--- config.mk ---
export PLATFORM = sky130hd
export DESIGN_NAME = axi_read_engine
export DESIGN_NICKNAME = d
export VERILOG_FILES = /design/src/rtl/redma_pkg.sv /design/src/rtl/axi_burst_calc.sv /design/src/rtl/axi_read_engine.sv
export SDC_FILE = /design/constraint.sdc
export NUM_CORES = 1
export LEC_CHECK = 0
export CORE_AREA = 2 2 470 472
export DETAILED_ROUTE_END_ITERATION = 10
export DIE_AREA = 0 0 472 474
export DONT_BUFFER_PORTS = 1
export PLACE_DENSITY = 0.3
export SYNTH_ARGS = -nofsm -noshare
export SYNTH_HDL_FRONTEND = slang
export SYNTH_SLANG_ARGS = --single-unit
--- constraint.sdc ---
create_clock -name clk -period 6.1 [get_ports clk]
set_input_delay 1.83 -clock clk [delete_from_list [all_inputs] [get_ports clk]]
set_output_delay 1.83 -clock clk [all_outputs]
set_load 0.02 [all_outputs]
--- src/rtl/redma_pkg.sv ---
// rtl/redma_pkg.sv - shared state type and AXI constants for the DMA read/write engines
package redma_pkg;

   typedef enum logic [1:0] {
      RE_IDLE  = 2'd0,
      RE_ISSUE = 2'd1,
      RE_DRAIN = 2'd2,
      RE_DONE  = 2'd3
   } ReadEngState_t;

   localparam logic [1:0] AXI_BURST_INCR = 2'b01;
   localparam logic [1:0] AXI_RESP_OKAY  = 2'b00;
   localparam int         AXI_4K_BYTES   = 4096;

endpackage

--- src/rtl/axi_burst_calc.sv ---
// rtl/axi_burst_calc.sv - burst length = min(max len, beats left, beats to next 4KB page)
module axi_burst_calc
   import redma_pkg::*;
#(
   parameter int BEAT_WIDTH     = 27,
   parameter int BYTES_PER_BEAT = 64,
   parameter int MAX_BURST_LEN  = 64
) (
   input  logic [11:0]           page_off,
   input  logic [BEAT_WIDTH-1:0] beats_left,
   output logic [8:0]            len
);

   localparam int OFF = $clog2(BYTES_PER_BEAT);
   localparam int CW  = (BEAT_WIDTH > 13) ? BEAT_WIDTH : 13;

   logic [12:0]   bytes_to_bound;
   logic [CW-1:0] to_bound;
   logic [CW-1:0] left_ext;
   logic [CW-1:0] max_ext;
   logic [CW-1:0] lim;

   // page_off is beat aligned, so the shift is exact
   assign bytes_to_bound = 13'(AXI_4K_BYTES) - {1'b0, page_off};
   assign to_bound       = CW'(bytes_to_bound >> OFF);
   assign left_ext       = CW'(beats_left);
   assign max_ext        = CW'(MAX_BURST_LEN);

   always_comb begin
      lim = max_ext;
      if (left_ext < lim) lim = left_ext;
      if (to_bound < lim) lim = to_bound;
      len = 9'(lim);
   end

endmodule

--- src/rtl/axi_read_engine.sv ---
// rtl/axi_read_engine.sv - splits (start_addr, btt) into AXI4 INCR reads, forwards R beats as a stream
module axi_read_engine
   import redma_pkg::*;
#(
   parameter int ADDR_WIDTH      = 64,
   parameter int BTT_WIDTH       = 32,
   parameter int DATA_WIDTH      = 512,
   parameter int MAX_BURST_LEN   = 64,
   parameter int MAX_OUTSTANDING = 8
) (
   input  logic                  clk,
   input  logic                  rst,
   input  logic                  start,
   input  logic [ADDR_WIDTH-1:0] start_addr,
   input  logic [BTT_WIDTH-1:0]  btt,
   output logic                  busy,
   output logic                  done,
   output logic                  rd_error,
   output logic [ADDR_WIDTH-1:0] m_axi_araddr,
   output logic [7:0]            m_axi_arlen,
   output logic [2:0]            m_axi_arsize,
   output logic [1:0]            m_axi_arburst,
   output logic                  m_axi_arvalid,
   input  logic                  m_axi_arready,
   input  logic [DATA_WIDTH-1:0] m_axi_rdata,
   input  logic [1:0]            m_axi_rresp,
   input  logic                  m_axi_rlast,
   input  logic                  m_axi_rvalid,
   output logic                  m_axi_rready,
   output logic [DATA_WIDTH-1:0] out_tdata,
   output logic                  out_tvalid,
   output logic                  out_tlast,
   input  logic                  out_tready
);

   localparam int BPB = DATA_WIDTH / 8;
   localparam int OFF = $clog2(BPB);
   localparam int BW  = BTT_WIDTH - OFF + 1;
   localparam int OW  = $clog2(MAX_OUTSTANDING + 1);

   ReadEngState_t         state, state_nxt;
   logic [ADDR_WIDTH-1:0] addr_q;
   logic [BW-1:0]         beats_total, beats_left, beat_cnt, btt_beats;
   logic [OW-1:0]         outstanding;
   logic [BTT_WIDTH:0]    btt_round;
   logic [8:0]            burst_len, burst_len_m1;
   logic                  start_acc, ar_hs, r_hs, r_last_hs;
   logic                  unused_resp_lsb;

   assign btt_round       = {1'b0, btt} + (BTT_WIDTH+1)'(BPB - 1);
   assign btt_beats       = btt_round[BTT_WIDTH:OFF];
   assign start_acc       = (state == RE_IDLE) && start;
   assign ar_hs           = m_axi_arvalid && m_axi_arready;
   assign r_hs            = m_axi_rvalid && m_axi_rready;
   assign r_last_hs       = r_hs && m_axi_rlast;
   assign unused_resp_lsb = m_axi_rresp[0];

   axi_burst_calc #(
      .BEAT_WIDTH    (BW),
      .BYTES_PER_BEAT(BPB),
      .MAX_BURST_LEN (MAX_BURST_LEN)
   ) u_burst_calc (
      .page_off  (addr_q[11:0]),
      .beats_left(beats_left),
      .len       (burst_len)
   );

   // AR fields come only from registers, so they hold steady while arvalid waits
   assign burst_len_m1  = burst_len - 9'd1;
   assign m_axi_araddr  = addr_q;
   assign m_axi_arlen   = burst_len_m1[7:0];
   assign m_axi_arsize  = 3'(OFF);
   assign m_axi_arburst = AXI_BURST_INCR;

   assign m_axi_rready  = out_tready;
   assign out_tdata     = m_axi_rdata;
   assign out_tvalid    = m_axi_rvalid;
   assign out_tlast     = (beats_total != '0) && (beat_cnt == beats_total - BW'(1));

   always_ff @(posedge clk) begin
      if (rst) state <= RE_IDLE;
      else     state <= state_nxt;
   end

   always_comb begin
      state_nxt = state;
      case (state)
         RE_IDLE:  if (start) state_nxt = (btt_beats == '0) ? RE_DONE : RE_ISSUE;
         RE_ISSUE: if (ar_hs && (beats_left == BW'(burst_len))) state_nxt = RE_DRAIN;
         RE_DRAIN: if (outstanding == '0) state_nxt = RE_DONE;
         RE_DONE:  state_nxt = RE_IDLE;
         default:  state_nxt = RE_IDLE;
      endcase
   end

   always_comb begin
      busy          = 1'b0;
      done          = 1'b0;
      m_axi_arvalid = 1'b0;
      case (state)
         RE_ISSUE: begin
            busy          = 1'b1;
            m_axi_arvalid = (outstanding < OW'(MAX_OUTSTANDING));
         end
         RE_DRAIN: busy = 1'b1;
         RE_DONE: begin
            busy = 1'b1;
            done = 1'b1;
         end
         default: ;
      endcase
   end

   always_ff @(posedge clk) begin
      if (rst) begin
         addr_q      <= '0;
         beats_total <= '0;
         beats_left  <= '0;
         beat_cnt    <= '0;
         outstanding <= '0;
         rd_error    <= 1'b0;
      end else begin
         if (start_acc) begin
            addr_q      <= start_addr & ~ADDR_WIDTH'(BPB - 1);
            beats_total <= btt_beats;
            beats_left  <= btt_beats;
            beat_cnt    <= '0;
            rd_error    <= 1'b0;
         end else begin
            if (ar_hs) begin
               addr_q     <= addr_q + (ADDR_WIDTH'(burst_len) << OFF);
               beats_left <= beats_left - BW'(burst_len);
            end
            if (r_hs) begin
               beat_cnt <= beat_cnt + BW'(1);
               if (m_axi_rresp[1]) rd_error <= 1'b1;
            end
         end
         if (ar_hs && !r_last_hs)
            outstanding <= outstanding + OW'(1);
         else if (!ar_hs && r_last_hs && (outstanding != '0))
            outstanding <= outstanding - OW'(1);
      end
   end

endmodule
# [Word level (Yosys, flattened, before mapping)]
# Cells that the tools add are included.
# W data, S select, Z words.
[totals] input_bits=617 ff_bits=152 output_inout_bits=596 word_cells=66
[classes] order_cmp=3 eq_ne=8 n_addsub=9 n_mux=16 n_reduce_logical=22
[op_table] cell="$mux W64" n=2
[op_table] cell="$mux W27" n=3
[op_table] cell="$add A64 B15 Y64" n=1
[op_table] cell="$add A32 B6 Y33 const B" n=1
[op_table] cell="$add A27 B1 Y27 const B" n=1
[op_table] cell="$eq A27 B27 Y1" n=1
[op_table] cell="$eq A27 B9 Y1" n=1
[op_table] cell="$logic_not A27 Y1" n=1
[op_table] cell="$lt A27 B7 Y1 const B" n=1
[op_table] cell="$lt A7 B27 Y1" n=1
[op_table] cell="$reduce_bool A27 Y1" n=1
[op_table] cell="$sub A27 B1 Y27 const B" n=1
[op_table] cell="$sub A27 B9 Y27" n=1
[op_table] cell="$sub A13 B12 Y13 const A" n=1
[op_table] cell="$logic_and A1 B1 Y1" n=9
[op_table] cell="$mux W9" n=1
[op_table] cell="$mux W2" n=4
[op_table] cell="$mux W4" n=2
[op_table] cell="$pmux W2 S4" n=1
[op_table] cell="$sub A8 B1 Y8 const B" n=1
[op_table] cell="$ne A2 B2 Y1 const B" n=3
[op_table] cell="$add A4 B1 Y4 const B" n=1
[op_table] cell="$eq A2 B2 Y1 const B" n=2
[op_table] cell="$logic_not A4 Y1" n=1
[op_table] cell="12 further kinds" n=16

# [Logic depth before layout (Yosys ltp)]
[logic_depth] ltp_word=8 ltp_mapped=26

# [Hierarchy]
# Synthesis repeated with hierarchy kept, for this count alone.
[unflattened] hier_cells=1757 area_unflattened_um2=13635.6
[modules_own_cells] mod="axi_read_engine" cells_each=1695 n_inst=1 seq_area_each_um2=2922.8 area_per_inst_um2=13178.9
[modules_own_cells] mod="axi_burst_calc" cells_each=62 n_inst=1 seq_area_each_um2=0.0 area_per_inst_um2=456.7

# [Worst setup path before layout]
# OpenSTA, ideal clock, no wires.
[synth_path] kind="register to output" startpoint="register beats_left[6]" endpoint="output port m_axi_arlen[6]" arrival_time_ns=4.358 path_buffers=5 path_slack_ns=-0.088 stages_incl_launch_ff=22 path_cell_list="dfxtp_1 -> buf_6 -> or3_1 -> or3_1 -> buf_6 -> clkinv_4 -> buf_6 -> clkbuf_1 -> nand2_1 -> ha_1 -> and2_1 -> nand3_1 -> o21ai_1 -> clkbuf_1 -> a21o_1 -> o21ai_0 -> inv_1 -> ha_1 -> inv_1 -> or3_1 -> nor3_1 -> xnor2_1"
[synth_between] elab_chain_len=5
[synth_lines] item="from (decl)" line="axi_read_engine.sv:43" source="logic [BW-1:0] beats_total, beats_left, beat_cnt, btt_beats;"
[synth_lines] item="from (signal assigned)" line="axi_read_engine.sv:126" source="beats_left <= btt_beats;"
[synth_lines] item="from (signal assigned)" line="axi_read_engine.sv:132" source="beats_left <= beats_left - BW'(burst_len);"
[synth_lines] item="$lt A27 B7 Y1" line="axi_burst_calc.sv:31" source="if (left_ext < lim) lim = left_ext;"
[synth_lines] item="$mux W27 *" line="axi_burst_calc.sv:31"
[synth_lines] item="$lt A7 B27 Y1" line="axi_burst_calc.sv:32" source="if (to_bound < lim) lim = to_bound;"
[synth_lines] item="$mux W9 *" line="axi_burst_calc.sv:32"
[synth_lines] item="$sub A8 B1 Y8 *" line="axi_read_engine.sv:69" source="assign burst_len_m1 = burst_len - 9'd1;"
[synth_lines] item="to (decl)" line="axi_read_engine.sv:20" source="output logic [7:0] m_axi_arlen,"
# Every way passes the cells marked *; elsewhere a longest branch is shown, timed or not.

# [Final worst setup path]
[layout_path] startpoint="register beats_left[22]" endpoint="output port m_axi_arlen[6]"
# The elaborated chain is that of the path after synthesis.

==> results by stage <==
Min path:
- Along the worst hold path, the cell count comes to 2.
- The startpoint identified for the worst hold timing path is beats_total[26].
- The path type of the worst min-delay path is reg2reg.
- The worst min-delay path endpoint is beats_total[26].

Cells and area:
- The library cell used most frequently in the layout, excluding fill and tap cells, is sky130_fd_sc_hd__nor2_1.
- At the end of the flow the core is filled with cells to slightly below 7%.
- After filler insertion, the fill cell instance count of the layout stands at about 26,000.
- From synthesis to final layout, the design area changed by 8.22%.
- The post-layout net count is roughly 2,000.
- The top cell types in the final layout, fill and taps aside, are sky130_fd_sc_hd__nor2_1, sky130_fd_sc_hd__dfxtp_1, sky130_fd_sc_hd__xor2_1.
- The layout cell share with drive strength beyond 1 is ~15%.

Placed design:
- Port buffering added 0 buffers.
- Summed over all nets, the half-perimeter wirelength after detailed placement is roughly 85,000 um.
- The global placer's final weighted congestion is a little over 0.7.

Synth:
- The predominant post-synthesis flop cell is sky130_fd_sc_hd__dfxtp_1.
- The gate count after technology mapping is 1,783.
- Averaged over all synthesized cells, the footprint is ~7.7 um2.
- Counting flops with an async set or reset pin after synthesis yields a share of 0%.
- Counting flops and latches in the post-synthesis netlist gives about 150.
- In this run, distinct cell masters in the synthesized netlist total ~80.
- The number of enable-type register cells in the synthesized netlist is 0.
- The sequential area share after synthesis is 21.2%.
- The synthesized netlist occupies a cell area of around 14,000 um2.
- The number of warnings issued by yosys is 0.

Setup path:
- Together, buffers and inverters on the worst path number 6.
- The critical path arrival is 4.28 ns.
- In this run the critical register-to-register path is captured at m_axi_araddr[48].
- The slowest stage of the critical path is the sky130_fd_sc_hd__or3_4 cell.
- The path type of the worst setup path is reg2out.
- The cell seen most often among critical-path stages is sky130_fd_sc_hd__buf_4.
- The required arrival time at the worst endpoint is between 4 and 5 ns.
- The critical path goes through nor4_4 > buf_4 > nand3_4 > or3_4 > inv_8 > nand2_4 > ha_4 > a21o_1 > buf_6 > a221o_1 > nor3_2 > a21o_1 > a21oi_2 > ha_2 > inv_2 > or3_4 > nor3_2 > buf_4 > xnor2_2 > buf_4.
- The cell depth of the worst flop-to-flop path is 26.
- The startpoint of the worst register-to-register path is beats_left[22].
- The delay contributed by the slowest stage of the critical path is roughly 0.41 ns.
- Grouping stages by cell kind, the critical path spends the most delay in simple AND/OR/NAND/NOR gates.
- STA classifies the critical path startpoint as a register.
- The minimum setup slack among reg-to-reg paths is roughly 0.54 ns.
- The worst setup path is captured at an output pin.
- The maximum fanout along the worst path is 7.

Floorplan:
- The top-level port count is ~1,200.
- Once the floorplan was initialized, standard cells occupied approximately 6.3% of the core.
- The core region is about 220,000 um2.
- The floorplan step set the die width to between 400 and 500 um.
- The placement row count is 172.
- From bottom edge to top edge, the die measures between 400 and 500 um.
- The die footprint is 224,000 um2.

Power and ir drop:
- In this run the static leakage power is about 0.0045 uW.
- The ratio of total power to cell area is just under 500 nW/um2.
- The total power consumption of the routed design is slightly above 7000 uW.
- The worst-case vdd ir drop is about 610 uV.

Global route:
- Global routing consumed, over all layers together, 8.36% of the routing resources.
- The first global-routing pass estimated between 100,000 and 150,000 um of wire.
- The remaining global-route overflow is 0.
- Entering global routing, the biggest net connects 96 pins.
- The number of antenna violations at the first check in global routing came to 5.
- The number of global-route vias before repair is 10,500.

Timing:
- Setup repair after global routing could not meet its margin everywhere.
- For the pin with the worst max-slew slack, the measured transition is 0.969 ns.
- The clock skew after layout is around 0.027 ns.
- The post-route worst setup slack is -0.00589 ns.
- The achievable frequency is roughly 160 MHz.
- The hold violation total from the final report is 0.
- The max-slew violation count was 0.
- The relative slew slack is 34.7%.
- The routed design could run at a clock period as short as 6.11 ns.
- The worst hold slack across all endpoints is ~0.49 ns.
- The final setup violation count is 1.
- The worst path uses 100% of the clock period.

Drt:
- For this run, the detailed router's first-pass iteration total came to 5.
- For this run, design rule violations remaining after detail routing come to 0.
- Using the TritonRoute via totals, the vias-per-cell ratio works out to between 2 and 2.5.
- After the first detailed-routing iteration, the DRC count stood at roughly 430.
- The number of vias after detailed routing is 10,300.
- Once detail routing completed, the nets flagged for antenna violations numbered 0.
- In the final routed layout, each cell accounts on average for between 20 and 25 um.
- The final layout contains routed wiring with a total length of around 97,000 um.

Clocking:
- Counting every sink on the clock net gives about 150.
- The TritonCTS clock tree is built.
- The total CTS buffers is 17.
- The library cell used as clock root buffer is sky130_fd_sc_hd__clkbuf_16.
- Counting along the longest clock path gives a buffer depth of 2.
- CTS built an H-tree with a depth of 4.
- The number of hold buffers added after cts is 0.
- The later-pin clock latency in the skew report is 0.50 ns.
- After clock tree synthesis, the clock-pin slew on the worst setup and hold paths is 0.08 ns.

Outcome:
- The final reports fail on setup timing.
- The run finished, with violations left.

Run:
- Max-cap violations in this run came to 0.
==> area by class of cell <==
class	count	area, um2	share of cell area, %
antenna	1	2.50	0.0168
clock buffer	17	425	2.85
multi-input combinational	1019	6900	46.2
clock inverter	15	199	1.33
timing repair buffer	90	737	4.94
inverter	36	146	0.981
sequential	146	2930	19.6
tap	2871	3590	24.1
==> power breakdown <==
group / total (uW) / internal [uW] / switching [uW]
Sequential: 1680 / 1180 / 497
Combinational: 4380 / 1860 / 2510
Clock: 1170 / 566 / 608
Total: 7220 / 3610 / 3620
==> state kept, by name, summed over array words and instances (netlist names) <==
| signal | count |
|---|---|
| beat_cnt | 27 |
| beats_total | 27 |
| outstanding | 4 |
| beats_left | 27 |
| rd_error | 1 |
| state | 2 |
| m_axi_araddr | 58 |
==> synth_stat cells, types with 28 or more instances <==
cell type                  instances  area, um2
sky130_fd_sc_hd__a211oi_1         56        420
sky130_fd_sc_hd__a21oi_1          62        310
sky130_fd_sc_hd__and3_1           45        282
sky130_fd_sc_hd__buf_4           525       3940
sky130_fd_sc_hd__clkbuf_1         57        214
sky130_fd_sc_hd__dfxtp_1         146       2920
sky130_fd_sc_hd__ha_1             28        350
sky130_fd_sc_hd__inv_1            35        131
sky130_fd_sc_hd__nand2_1          94        353
sky130_fd_sc_hd__nand3_1          46        230
sky130_fd_sc_hd__nor2_1          176        661
sky130_fd_sc_hd__nor3_1           33        165
sky130_fd_sc_hd__o211ai_1         28        210
sky130_fd_sc_hd__o21ai_0          38        190
sky130_fd_sc_hd__xnor2_1          70        613
sky130_fd_sc_hd__xor2_1           96        841
==> worst max path at each step <==
stage | start | end | depth (start not counted)
finish | beats_left[22] | m_axi_arlen[6] | 20
global route | beats_left[22] | m_axi_arlen[6] | 20
floorplan | beats_left[6] | m_axi_arlen[6] | 21
detailed placement | beats_left[12] | m_axi_arlen[6] | 18
CTS | beats_left[22] | m_axi_arlen[6] | 20
global placement | beats_left[12] | m_axi_arlen[6] | 19
==> stage by stage <==
step	cells	TNS, ns	area [um2]	setup WS [ns]
after global routing	4194	-0.341	14900	-0.173
after detailed placement	4151	0	13900	0.125
after CTS	4191	-0.255	14800	-0.125
final	4195	-0.00589	14900	-0.00589
after global placement	4151	0	13900	0.0363
after floorplan	1796	0	13900	0.00181
==> worst register-to-register path, stage by stage, from the launching register on <==
cell                        delay [ns]
sky130_fd_sc_hd__dfxtp_2          0.34
sky130_fd_sc_hd__nor4_4           0.26
sky130_fd_sc_hd__buf_4            0.17
sky130_fd_sc_hd__nand3_4          0.07
sky130_fd_sc_hd__or3_4            0.41
sky130_fd_sc_hd__inv_8            0.11
sky130_fd_sc_hd__nand2_4          0.05
sky130_fd_sc_hd__ha_4             0.25
sky130_fd_sc_hd__a21o_1           0.20
sky130_fd_sc_hd__buf_6            0.13
sky130_fd_sc_hd__a221o_1          0.38
sky130_fd_sc_hd__nor3_2           0.22
sky130_fd_sc_hd__a21o_1           0.18
sky130_fd_sc_hd__a21oi_2          0.10
sky130_fd_sc_hd__buf_4            0.14
sky130_fd_sc_hd__buf_4            0.12
sky130_fd_sc_hd__xnor2_1          0.12
sky130_fd_sc_hd__ha_1             0.20
sky130_fd_sc_hd__a311o_1          0.35
sky130_fd_sc_hd__a41o_1           0.29
sky130_fd_sc_hd__a2111oi_0        0.39
sky130_fd_sc_hd__buf_4            0.20
sky130_fd_sc_hd__nor4_4           0.05
sky130_fd_sc_hd__buf_12           0.18
sky130_fd_sc_hd__o211ai_1         0.23
sky130_fd_sc_hd__xor2_1           0.21
sky130_fd_sc_hd__a211oi_1         0.09
==> what timing repair did <==
item	in CTS	in global routing
buffers inserted	8	5
pin swaps	19	15
endpoints found under the setup margin	6	9
gates resized for setup	38	30
==> logic make-up after synthesis <==
| group | share of synthesized area, % |
|---|---|
| muxes | 0.581 |
| AOI/OAI and AO/OA | 16.2 |
| adders and majority gates | 2.98 |
| buffers and inverters | 31.7 |
| DFF | 21.2 |
| xor gates and xnor gates | 10.5 |
| other | 0.0544 |
| and+or+nand+nor | 16.7 |
==> metal layers <==
metal | vias to the layer above | routed length, um | GRT usage, %
li1 | 4600 | - | -
met1 | 4564 | 23200 | 5.62
met2 | 779 | 45800 | 14.0
met3 | 304 | 20600 | 8.11
met4 | 6 | 7380 | 5.96
met5 | - | 82 | 0.195
(Power assumes the default switching activity.)
